File: src/rtl/ibpl_input_conditioner.sv
// Per-channel input conditioning: two-flop synchroniser, debounce filter,
// registered rise/fall strobes and a pulse-stretched activity indication.
module ibpl_input_conditioner #(
  parameter int unsigned CHANNELS  = 6,
  parameter int unsigned DEB_W     = 8,
  parameter int unsigned STRETCH_W = 20
) (
  input  logic                clk_sys,
  input  logic                rst,
  input  logic [CHANNELS-1:0] internal_in,
  input  logic [CHANNELS-1:0] input_enable,
  input  logic [DEB_W-1:0]    debounce_len,
  output logic [CHANNELS-1:0] in_filtered,
  output logic [CHANNELS-1:0] rise_strb,
  output logic [CHANNELS-1:0] fall_strb,
  output logic [CHANNELS-1:0] input_act
);

  logic [CHANNELS-1:0]  s1_q, s2_q;
  logic [CHANNELS-1:0]  filt_q, filt_d;
  logic [CHANNELS-1:0]  rise_q, rise_d;
  logic [CHANNELS-1:0]  fall_q, fall_d;
  logic [DEB_W-1:0]     cnt_q [CHANNELS];
  logic [DEB_W-1:0]     cnt_d [CHANNELS];
  logic [STRETCH_W-1:0] act_q [CHANNELS];
  logic [STRETCH_W-1:0] act_d [CHANNELS];

  always_comb begin
    for (int i = 0; i < CHANNELS; i++) begin
      cnt_d[i]  = cnt_q[i];
      filt_d[i] = filt_q[i];
      rise_d[i] = 1'b0;
      fall_d[i] = 1'b0;
      act_d[i]  = act_q[i];
      if (!input_enable[i]) begin
        // A disabled channel drops its level silently, without a fall strobe.
        cnt_d[i]  = '0;
        filt_d[i] = 1'b0;
        act_d[i]  = '0;
      end else begin
        if (s2_q[i] == filt_q[i]) begin
          cnt_d[i] = '0;
        end else if (cnt_q[i] >= debounce_len) begin
          // >= so that shrinking debounce_len mid-count cannot strand a channel.
          filt_d[i] = s2_q[i];
          cnt_d[i]  = '0;
          rise_d[i] = s2_q[i];
          fall_d[i] = ~s2_q[i];
        end else begin
          cnt_d[i] = cnt_q[i] + DEB_W'(1);
        end
        if (rise_d[i] || fall_d[i]) begin
          act_d[i] = '1;
        end else if (act_q[i] != '0) begin
          act_d[i] = act_q[i] - STRETCH_W'(1);
        end
      end
    end
  end

  always_ff @(posedge clk_sys) begin
    if (rst) begin
      s1_q   <= '0;
      s2_q   <= '0;
      filt_q <= '0;
      rise_q <= '0;
      fall_q <= '0;
      for (int i = 0; i < CHANNELS; i++) begin
        cnt_q[i] <= '0;
        act_q[i] <= '0;
      end
    end else begin
      s1_q   <= internal_in;
      s2_q   <= s1_q;
      filt_q <= filt_d;
      rise_q <= rise_d;
      fall_q <= fall_d;
      for (int i = 0; i < CHANNELS; i++) begin
        cnt_q[i] <= cnt_d[i];
        act_q[i] <= act_d[i];
      end
    end
  end

  always_comb begin
    for (int i = 0; i < CHANNELS; i++) begin
      input_act[i] = (act_q[i] != '0);
    end
  end

  assign in_filtered = filt_q;
  assign rise_strb   = rise_q;
  assign fall_strb   = fall_q;

endmodule

File: config.mk
export PLATFORM = sky130hd
export DESIGN_NAME = ibpl_input_conditioner
export DESIGN_NICKNAME = d
export VERILOG_FILES = /design/src/rtl/ibpl_input_conditioner.sv
export SDC_FILE = /design/constraint.sdc
export NUM_CORES = 1
export LEC_CHECK = 0
export ABC_AREA = 1
export BUFFER_PORTS_ARGS = -buffer_cell sky130_fd_sc_hd__buf_2
export CAP_MARGIN = 10
export CORE_MARGIN = 3
export CORE_UTILIZATION = 46
export DETAILED_ROUTE_END_ITERATION = 12
export GPL_ROUTABILITY_DRIVEN = 0
export HOLD_SLACK_MARGIN = 0.05
export PLACE_DENSITY_LB_ADDON = 0.12
export SLEW_MARGIN = 15
export SYNTH_ARGS = -nofsm -noshare
export SYNTH_HDL_FRONTEND = slang
export SYNTH_SLANG_ARGS = --single-unit
File: constraint.sdc
create_clock -name clk_sys -period 3.9 [get_ports clk_sys]
set_input_delay 0.195 -clock clk_sys [delete_from_list [all_inputs] [get_ports clk_sys]]
set_output_delay 0.195 -clock clk_sys [all_outputs]
set_load 0.05 [all_outputs]
# Yosys cells after proc, flatten, opt, wreduce, memory -nomap -nowiden
# Memories as Yosys holds them, arrays and structs flattened.
# Cells that the tools add are included.
[word_totals] mem_count=2 out_inout_bits=24 mem_bits_rw=168 reg_bits=30 elab_cells=187
[op_classes] n_lt_le_gt_ge=6 bitwise=30 n_reduce_logical=24 addsub=12 mux=87 n_eq_ne=6
[mem_list] memory="act_q" words=6 width=20 rd=6 rd_ports_with_merged_regs=0 write_ports=6 line_no="25" source="logic [STRETCH_W-1:0] act_q [CHANNELS];"
[mem_list] memory="cnt_q" words=6 width=8 rd=6 rd_ports_with_merged_regs=0 write_ports=6 line_no="23" source="logic [DEB_W-1:0] cnt_q [CHANNELS];"
[op_table] operator="two-way mux 20 bit" count=24
[op_table] operator="two-way mux 8 bit" count=24
[op_table] operator="nonzero test 20 bit" count=6
[op_table] operator="subtractor 20 x 1 -> 20 bit, second input constant" count=6
[op_table] operator="adder 8 x 1 -> 8 bit, second input constant" count=6
[op_table] operator=">= comparator 8 bit" count=6
[op_table] operator="two-way mux 1 bit" count=39
[op_table] operator="NOT 1 bit" count=18
[op_table] operator="bitwise OR 1 bit" count=12
[op_table] operator="AND reduction 2 bit" count=6
[op_table] operator="OR reduction 2 bit" count=6
[op_table] operator="equality test 1 bit" count=6
[op_table] operator="logical OR 1 bit" count=6

# Depth between registers and ports, before layout
[logic_depth] ltp_word=8 depth_mapped=14 mapped_depth_nobuf=13

# Worst setup path after synthesis
# Ideal clock, no wire load.
[synth_path] path_type="reg2reg" from="mem act_q[1][0]" to="mem act_q[1][0]" path_slack_ps=2276 stages_incl_launch_ff=8 n_path_buf=0 setup_time_ps=121 t_arrival_ps=1503 cell_sequence="dfxtp_1 -> inv_1 -> ha_1 -> inv_1 -> nor3_1 -> nand3_1 -> o21ai_1 -> nand2_1"
[synth_rtl] element="start, declared" line_no="25"

==> results_dict.tcl <==
set metrics [dict create \
    outcome "finished clean" \
    setup_viol 0 \
    ys_types 42 \
    firstDrtPassIters 6 \
    dp_hpwl_mm 19.6 \
    clkLatencyLatePin_ns 0.44 \
    fin_crit_sh_pct 59.2 \
    postSynth.asyncResetShare_pct 0 \
    path_class "flip-flop to flip-flop" \
    whs_ns 0.111 \
    clk_pin_slew_ns 0.08 \
    yosys_most_used_dff "dfxtp_1" \
    finalCriticalPeriod_ns 2.31 \
    finalNetCount 1904 \
    via_per_inst 4.94 \
    die_w_um 166 \
    max_freq_mhz 433 \
    clock_sink_count 198 \
    worst_pin_slew_ns 0.786 \
    io_pins 46 \
    grt-ovfl-total 0 \
    core_mm2 0.0247 \
    p_int_uw 6110 \
    synth.area.top_cells "dfxtp_1, nand2_1, nor2_1" \
    netlist.area_leader.share_pct 33.6 \
    synth_edf_count 0 \
    powerDensity_mw_per_mm2 981 \
    clock_power_share_pct 13.3 \
    antenna_found_initial 0 \
    cts_tree "yes" \
    leakagePower_uw 0.00661 \
    cp.required_ns 4.20 \
    power_frac_comb_pct 63.5 \
    die_h_um 166 \
    setup-tns-final_ns 0 \
    postCtsSetupBuffers 0 \
    r2r_start "cnt_q[2][0]" \
    clk_path_buf_depth 2 \
    drt_wl_total_mm 26.3 \
    hold_buffers 6 \
    drive_gt1_share_pct 9.90 \
    avgSynthCellArea_um2 6.65 \
    yosys.area.top_type "dfxtp_1" \
    synth_nets 1861 \
    dieArea_mm2 0.0276 \
    area_growth_syn_to_layout_pct 9.07 \
    num_vias 10630 \
    multiInputGateArea_mm2 0.00665 \
    maxSlewViolCount 0 \
    p_switching_uw 6500 \
    grt_pass1_vias 9717 \
    crit_path_max_fanout 22 \
    postPlaceCellArea_mm2 0.0122 \
    seq_area_mm2 0.00396 \
    netlist_instances 1773 \
    antenna_cells 0 \
    cts-buffers-inserted 17 \
    rsz0062_at_grt "false" \
    fillers 2510 \
    skew_ns 0.0118 \
    start_util_pct 47.7 \
    synth.ff_latch_count 198 \
    wire_per_inst_um 12.2 \
    vdd_ir_drop_max_mv 0.558 \
    p_sw_share_pct 51.5 \
    min_from "rst" \
    ctsResizeCount 0 \
    slew_headroom_pct 47.5 \
    start_kind "flip-flop" \
    grt_first_pass_wirelength_mm 45.6 \
    crit_path_start "cnt_q[2][0]" \
    final_util_pct 52.0 \
    htree_num_levels 4 \
    hp-class "input port to flip-flop" \
    grt_max_degree 25 \
    mostFrequentLayoutCells "nand2_1, nor2_1, inv_1, dfxtp_1, nand3_1" \
    drc 0 \
    maxCapViolCount 0 \
    rows 57 \
    track_usage_pct 19.1 \
    syn_area_mm2 0.0118 \
    endpoint_kind "flip-flop" \
    yosysWarningCount 0 \
    ys_seq_area_share_pct 33.6 \
    postRouteAntennaNets 0 \
    power_frac_seq_pct 23.1 \
    drt-initial-drc-count 578 \
    final_common_cell "nand2_1" \
    report.final.hold_viol_count 0 \
    port_buffers 45 \
    postLayoutCellArea_mm2 0.0129 \
    arrival_ns 2.61 \
    cts_root_buffer "clkbuf_16" \
]
==> worst paths after layout <==
check	end	cells past startpoint	slack, ns
min	s1_q[3]	2	0.11
max	act_q[2][13]	12	1.59
min reg2reg	s2_q[5]	2	0.40
max reg2reg	act_q[2][13]	12	1.59
==> synth_stat cells (3+ instances only) <==
| library cell | count |
|---|---|
| inv_1 | 250 |
| nor2_4 | 13 |
| dfxtp_1 | 198 |
| buf_2 | 11 |
| nor3b_1 | 5 |
| o21ai_1 | 21 |
| inv_2 | 15 |
| clkbuf_1 | 7 |
| a21oi_2 | 7 |
| xor2_2 | 3 |
| a21oi_1 | 52 |
| nand2_2 | 13 |
| nor4_1 | 4 |
| xnor2_1 | 19 |
| or2_2 | 6 |
| xor2_1 | 20 |
| nor2_2 | 29 |
| nand3_4 | 3 |
| ha_1 | 66 |
| o21a_1 | 5 |
| o21ai_0 | 25 |
| nand4_1 | 47 |
| nand2_1 | 461 |
| nor2_1 | 275 |
| nand3b_1 | 20 |
| nand3_2 | 9 |
| a31oi_1 | 24 |
| buf_6 | 7 |
| nor3_1 | 24 |
| nand3_1 | 117 |
==> cells by family after synthesis <==
family                   Yosys count  share of synthesized area [%]
AO/OA/AOI/OAI                    136                           6.40
flip-flops                       198                           33.6
XOR/XNOR                          42                           3.31
adder cells (fa/ha/maj)           66                           7.00
AND/OR/NAND/NOR                 1037                           39.7
buffers and inverters            294                           9.98
==> cell type report <==
type | count | share of cell area [%]
Timing Repair Buffer | 51 | 2.22
Inverter | 267 | 7.79
Sequential cell | 198 | 30.8
Clock inverter | 13 | 0.866
Multi-Input combinational cell | 1281 | 51.7
Clock buffer | 19 | 3.44
Tap cell | 324 | 3.15
==> flip-flops by register name (all words and copies together), names as in the netlist <==
name         cells
rise_strb        6
fall_strb        6
cnt_q           48
in_filtered      6
s1_q             6
s2_q             6
act_q          120
==> worst max-delay path, stage by stage, from the launching register on <==
cell     delay (ns)
dfxtp_1        0.40
inv_1          0.06
ha_1           0.26
nand2_1        0.06
nand3_1        0.07
nand2_1        0.06
nand2_1        0.05
nand2_1        0.08
nand2_1        0.10
nand2_1        0.58
nand2_2        0.26
nand2_1        0.14
nor2_1         0.04
==> per-stage QoR <==
step	power (uW)	instances	worst slack [ns]
after floorplan	9680	1773	2.28
after global placement	10800	2115	1.54
after detailed placement	10900	2115	1.46
after CTS	12600	2153	1.62
after global routing	14100	2153	1.37
final	12600	2153	1.59
==> power by group through the flow <==
| stage | Combinational [uW] | Sequential [uW] | Clock, uW |
|---|---|---|---|
| final | 8020 | 2920 | 1680 |
| after global routing | 9270 | 2980 | 1810 |
| after CTS | 8000 | 2910 | 1730 |
| after detailed placement | 7950 | 2950 | 0 |
| after global placement | 7890 | 2950 | 0 |
| after floorplan | 6840 | 2840 | 0 |
==> routing by layer <==
metal	track usage (%)	vias to the layer above	share of wire, %
met1	25.8	4787	50
met2	32.7	128	46
met4	4.34	0	1.3
li1	-	5686	-
met3	2.69	29	2.5
met5	0	-	0
No activity file was read; power rests on OpenSTA's default activity.
